`src/rtl/traffic_pkg.sv`:
```
// Shared types and helpers for the two-way intersection controller.
//   state_e : six-phase signal sequence (3-bit encoding, 6 and 7 unused)
//   RED/YELLOW/GREEN : one-hot lamp codes {red, yellow, green}
//   lamps() : maps a state to the {light_A, light_B} lamp pair
package traffic_pkg;

   typedef enum logic [2:0] {
      A_GREEN  = 3'd0,
      A_YELLOW = 3'd1,
      CLR_AB   = 3'd2,
      B_GREEN  = 3'd3,
      B_YELLOW = 3'd4,
      CLR_BA   = 3'd5
   } state_e;

   localparam logic [2:0] RED    = 3'b100;
   localparam logic [2:0] YELLOW = 3'b010;
   localparam logic [2:0] GREEN  = 3'b001;

   // Unused encodings show red on both approaches for the single cycle
   // before the FSM recovers, so the safety invariant still holds.
   function automatic logic [5:0] lamps(input state_e s);
      logic [5:0] l;
      case (s)
         A_GREEN:  l = {GREEN,  RED};
         A_YELLOW: l = {YELLOW, RED};
         CLR_AB:   l = {RED,    RED};
         B_GREEN:  l = {RED,    GREEN};
         B_YELLOW: l = {RED,    YELLOW};
         CLR_BA:   l = {RED,    RED};
         default:  l = {RED,    RED};
      endcase
      return l;
   endfunction

endpackage

```
`src/rtl/traffic_phase_timer.sv`:
```
// Dwell counter for one signal phase.
//   clk   : system clock, rising edge
//   reset : synchronous active-high clear
//   load  : state change this cycle; restarts the count for the next phase
//   limit : current phase length in cycles (>= 1)
//   done  : high in the last cycle of the phase (cnt == limit - 1)
module traffic_phase_timer #(
   parameter int unsigned CNT_W = 8
) (
   input  logic             clk,
   input  logic             reset,
   input  logic             load,
   input  logic [CNT_W-1:0] limit,
   output logic             done
);

   logic [CNT_W-1:0] cnt_q;

   always_ff @(posedge clk) begin
      if (reset || load) cnt_q <= '0;
      else               cnt_q <= cnt_q + CNT_W'(1);
   end

   assign done = (cnt_q == limit - CNT_W'(1));

endmodule

```
`src/rtl/traffic_controller.sv`:
```
// Two-way intersection signal controller (Moore FSM).
//   light_A : approach A lamps, one-hot {red, yellow, green}
//   light_B : approach B lamps, same encoding
//   clk     : system clock (1 Hz, one cycle per second)
//   reset   : synchronous active-high; forces A_GREEN with a fresh count
module traffic_controller
   import traffic_pkg::*;
#(
   parameter int unsigned GREEN_TIME   = 5,
   parameter int unsigned YELLOW_TIME  = 1,
   parameter int unsigned ALL_RED_TIME = 1,
   parameter int unsigned CNT_W        = 8
) (
   output logic [2:0] light_A,
   output logic [2:0] light_B,
   input  logic       clk,
   input  logic       reset
);

   localparam logic [CNT_W-1:0] T_GRN = CNT_W'(GREEN_TIME);
   localparam logic [CNT_W-1:0] T_YEL = CNT_W'(YELLOW_TIME);
   localparam logic [CNT_W-1:0] T_CLR = CNT_W'(ALL_RED_TIME);

   state_e           state_q, state_d;
   logic [CNT_W-1:0] limit;
   logic             done, illegal, adv;

   always_comb begin
      state_d = A_GREEN;
      limit   = T_GRN;
      illegal = 1'b0;
      case (state_q)
         A_GREEN:  begin limit = T_GRN; state_d = A_YELLOW; end
         A_YELLOW: begin limit = T_YEL; state_d = CLR_AB;   end
         CLR_AB:   begin limit = T_CLR; state_d = B_GREEN;  end
         B_GREEN:  begin limit = T_GRN; state_d = B_YELLOW; end
         B_YELLOW: begin limit = T_YEL; state_d = CLR_BA;   end
         CLR_BA:   begin limit = T_CLR; state_d = A_GREEN;  end
         default:  illegal = 1'b1;
      endcase
   end

   // An unused encoding advances immediately to A_GREEN and clears the
   // counter, exactly like a normal phase change.
   assign adv = done | illegal;

   always_ff @(posedge clk) begin
      if (reset)    state_q <= A_GREEN;
      else if (adv) state_q <= state_d;
   end

   traffic_phase_timer #(.CNT_W(CNT_W)) u_timer (
      .clk   (clk),
      .reset (reset),
      .load  (adv),
      .limit (limit),
      .done  (done)
   );

   assign {light_A, light_B} = lamps(state_q);

endmodule

```
`config.mk`:
```
export PLATFORM = sky130hd
export DESIGN_NAME = traffic_controller
export DESIGN_NICKNAME = d
export VERILOG_FILES = /design/src/rtl/traffic_pkg.sv /design/src/rtl/traffic_phase_timer.sv /design/src/rtl/traffic_controller.sv
export SDC_FILE = /design/constraint.sdc
export NUM_CORES = 1
export LEC_CHECK = 0
export CAP_MARGIN = 20
export CORE_MARGIN = 2
export CORE_UTILIZATION = 50
export DETAILED_ROUTE_END_ITERATION = 16
export GPL_TIMING_DRIVEN = 0
export HOLD_SLACK_MARGIN = 0.06
export PLACE_DENSITY = 0.7
export SLEW_MARGIN = 20
export SYNTH_ARGS = -nofsm -noshare
export SYNTH_HDL_FRONTEND = slang
export SYNTH_SLANG_ARGS = --single-unit
export TNS_END_PERCENT = 100
```
`constraint.sdc`:
```
create_clock -name clk -period 3.2 [get_ports clk]
set_input_delay 0.32 -clock clk [delete_from_list [all_inputs] [get_ports clk]]
set_output_delay 0.32 -clock clk [all_outputs]
set_load 0.02 [all_outputs]
```
* Word-level counts from Yosys, hierarchy flattened *
Index checks and enable logic that the tools add are counted.

cells by class
  reduce and logical (&&, ||, !) cells = 4
  equal/unequal tests = 6
  bitwise logic cells = 1
  muxes and demuxes = 4
  $add $sub $neg = 2

operator list
  cell                                                 number
  one-hot mux 6 bit (4 select lines)                   1
  one-hot mux 3 bit (5 select lines)                   1
  adder 8 x 1 -> 8 bit, second input constant          1
  equality test 8 bit                                  1
  equality test 3 x 2 -> 1 bit, second input constant  2
  equality test 3 bit, second input constant           2
  OR reduction 6 bit                                   1
  OR reduction 4 bit                                   1
  subtractor 3 x 1 -> 4 bit, second input constant     1
  equality test 3 x 1 -> 1 bit, second input constant  1
  logical NOT 3 bit                                    1
  2-to-1 mux 3 bit                                     1
  logical OR 1 bit                                     1
  2-to-1 mux 1 bit                                     1
  bitwise OR 1 bit                                     1

storage, ports and cells
  register bits after elaboration = 11
  word-level logic and storage cells = 19
  input port bits = 2

* Logic depth before layout (Yosys ltp) *
  depth after elaboration = 7
  mapped depth = 6

* Hierarchy *
From an unflattened synthesis, not the netlist that was laid out.

second synthesis, totals
  cells, all modules = 94
  area, all modules = 767.0 µm²

modules (own cells, without submodules)
  module               instances  cells an instance  area each (µm²)  seq. area each (µm²)
  traffic_phase_timer  1          67                 550.5            160.2
  traffic_controller   1          27                 216.5            60.1

* Least setup slack after synthesis *
No wires, ideal clock.

  kind = reg2out
  start point = reg state_q[2]
  end point = out light_B[2]
  arrival time = 1.251 ns
  stages on the path, launching flop included = 5
  slack = 1.629 ns
  path buffers = 1
  data required time = 2.880 ns
  path through = dfxtp_1 buf_6 or2b_2 nor2_1 nor2_1

on the way
  cells in the longest elaborated chain, start to end = 2

ends and longest elaborated chain
  what                                         RTL line                  text
  start, declared                              traffic_controller.sv:24  state_e state_q, state_d;
  start signal, assigned                       traffic_controller.sv:49  else if (adv) state_q <= state_d;
  equality test 3 bit (tied with other cells)  traffic_pkg.sv:24         case (s)
  one-hot mux 6 bit (4 select lines) *         traffic_pkg.sv:24
  end, declared                                traffic_controller.sv:15  output logic [2:0] light_B,

Every way passes the cells marked *; elsewhere a longest branch is shown, timed or not.

* Final worst setup path *
  start point = reg state_q[2]
  end point = out light_B[1]

The elaborated chain is that of the path after synthesis.

==> run summary <==
VDD IR-drop max: 0.2122 mV
Clk Latency, worst-skew pair: 0.27 ns
Overflow after GRT: 0
Critical Path AT: 1.80 ns
std cell rows: 13
ANT cells: 0
placed inst area: 744.5 sq um
CP endpoint: light_B[1]
clock network power share: 0.284
Most used DFF post-synth: dfxtp_1
worst setup margin: 1.081 ns
Layout Skew: 0.003548 ns
CP Class: reg -> out
FF/Latch Area: 220.2 sq um
r2r startpoint: u_timer.cnt_q[0]
number of clock sinks: 11
final hold violation count: 0
Post-synth EDFFs: 0
area of the multi-input gates: 386.6 sq um
status: finished clean
Tcrit/Tclk final: 0.6623
worst r2r path cells: 6
cell area after layout: 770.7 sq um
routed via count: 516
antenna violations before repair: 0
Starting Density: 0.5168
I/O Buffers: 7
TritonCTS clock tree: done
worst slack, placed: 1.359 ns
CP endpoint kind: output pin
Final ANT Viol Nets: 0
Int Power: 0.0002313 W
syn avg cell area: 9.106 sq um
Hold WC Path Type: reg -> reg
Crit-path slowest cell: clkdlybuf4s50_1
Max H-tree Level: 1
drt wl/cell: 11.66 um
post-route DRC violation count: 0
post-synthesis sequential area ratio: 0.3359
vias per cell: 5.265
full die area: 1617 sq um
Pleak: 0.2992 nW
core box area: 1269 sq um
Layout Cells excl Fill: 98
pwr dens: 428.3 nW/um^2
Clock Tree Buf Depth: 2
drt first pass iters: 4
max incr delay on CP: 0.62 ns
nets: 88
IO Pins: 8
dpl hpwl: 844.7 um
RSZ-0062 raised after global routing: false
Synthesis Warnings: 0
worst slew pin tran: 0.3669 ns
CTS clk-pin slew, worst paths: 0.07 ns
max-cap violations: 0
largest net degree at the start of global routing: 11
syn nets: 76
Slew HR: 0.7536
share of layout cells above drive strength 1: 0.1928
DP Cell Count: 94
data required time of the worst path: 2.88 ns
final setup vio count: 0
hold path start: u_timer.cnt_q[7]
Final Wtd Congestion: 0.6936
Post-CTS Resized: 0
combinational share of power: 0.238
post-layout min period: 2.119 ns
sw frac: 0.2992
Yosys top cell area share: 0.3359
first-pass GRT wire length: 1787 um
Seq cells post-synth: 11
Psw: 0.00009877 W
Synth cell types: 28
Total Wirelength: 1143 um
Fillers: 118
root buf cell: clkbuf_4
R2R Path End: state_q[0]
vias in the first global route: 434
Synth Cell Area: 655.6 sq um
fin. max-slew vios: 0
die span in x: 40.21 um
dominant cell type by area after synthesis: dfxtp_1
cts hold-fix bufs: 0
upper clock frequency limit: 0.4719 GHz
All-Layer GR Usage: 0.1717
CTS Buf Count: 3
P&R area growth vs syn: 17.56%
Synth area leaders: dfxtp_1, xor2_1, nor2_1, buf_6, a2111oi_2
Post-Route Setup TNS: 0 ns
CP startpoint: state_q[2]
starting DRC count in detailed routing: 13
Worst R2R Setup Slack: 1.66 ns
die height: 40.21 um
post-CTS setup buffers: 0
ys async rst share: 0
critical-path cell list: buf_6, or2b_2, nor2_1, clkdlybuf4s50_1
CP Max Fanout: 10
Flop pwr share: 0.477
Critical Path Source Type: flop
post-synthesis cell count: 72
-- worst min path at each step --
stage / to / slack, ns / cells after the start
global route: state_q[1] / 0.58 / 2
floorplan: state_q[0] / 0.39 / 1
finish: u_timer.cnt_q[7] / 0.53 / 2
global placement: u_timer.cnt_q[7] / 0.51 / 2
CTS: u_timer.cnt_q[7] / 0.54 / 2
detailed placement: u_timer.cnt_q[7] / 0.52 / 2
-- worst max-delay path, delay by kind of cell (launching register included) --
| family | cells | cell delay, ns |
|---|---|---|
| buffers and inverters | 2 | 0.75 |
| and+or+nand+nor | 2 | 0.46 |
| DFF | 1 | 0.33 |
-- layout make-up --
type / count / area share
timing repair buffer: 7 / 0.09091
sequential: 11 / 0.2857
inverter: 4 / 0.01948
multi-input combinational: 54 / 0.5016
buffer: 3 / 0.04383
clock buffer: 4 / 0.03409
tap: 15 / 0.02435
-- placed cells by master, fill, tap and decap left out --
master,n
clkbuf_4,3
clkbuf_1,1
or2b_2,1
inv_1,4
a2111oi_2,2
and2b_2,2
nand3_1,5
a22oi_1,1
and2_1,1
o21ai_0,2
xor2_1,5
a31oi_1,2
nand2_1,2
buf_6,3
ha_1,2
clkdlybuf4s50_1,7
and3_2,1
nor3_1,4
xnor2_1,2
nand3_4,1
nor2b_2,1
a21oi_1,1
nor3b_1,2
mux2i_1,1
or2_2,1
nor4_4,1
dfxtp_1,11
nor2b_1,2
and3_1,1
a21o_1,1
nor2_1,10
-- sequential cells by signal, summed over array words and instances, names as in the netlist --
register       flops
state_q            3
u_timer.cnt_q      8
-- metrics by stage --
stage          power (W)    util  hold WS [ns]
6_report       0.0003301  0.6075        0.5345
3_3_place_gp   0.0002379  0.5868        0.5141
5_1_grt        0.0003517  0.6075        0.5799
4_1_cts        0.0003371  0.6075        0.5389
2_1_floorplan  0.0002180       -        0.3889
3_5_place_dp   0.0002400  0.5868        0.5171
-- per-layer routing --
| metal | global-route usage | up-vias | part of all wire |
|---|---|---|---|
| met5 | 0 | - | 0 |
| li1 | - | 269 | - |
| met1 | 0.2162 | 235 | 0.50 |
| met4 | 0.05000 | 0 | 0.0087 |
| met3 | 0.08333 | 2 | 0.039 |
| met2 | 0.2581 | 10 | 0.45 |
-- power groups by stage --
stage | sequential (W) | combinational, W | clock, W
after floorplan | 0.000158 | 0.0000601 | 0
after CTS | 0.000157 | 0.0000798 | 0.0000999
after detailed placement | 0.000161 | 0.0000795 | 0
final | 0.000158 | 0.0000786 | 0.0000939
after global placement | 0.000161 | 0.0000772 | 0
after global routing | 0.000159 | 0.0000875 | 0.000105
-- Yosys cell counts (all sizes together) (3+ instances only) --
| cell type | instances |
|---|---|
| nor2 | 10 |
| nor2b | 3 |
| nand3 | 6 |
| inv | 4 |
| nor3 | 4 |
| buf | 3 |
| dfxtp | 11 |
| xor2 | 5 |
-- logic make-up (layout without fill, tap and decap cells) --
| group | count (synthesis) | in the layout | share of synthesized area |
|---|---|---|---|
| flops | 11 | 11 | 0.3359 |
| buf+inv | 7 | 18 | 0.07442 |
| mux | 1 | 1 | 0.01527 |
| compound gates | 9 | 9 | 0.1107 |
| fa+ha+maj | 2 | 2 | 0.03816 |
| xor+xnor | 7 | 7 | 0.09351 |
| simple gates | 35 | 35 | 0.3321 |
Note: power is estimated with default switching activity, not from simulation.
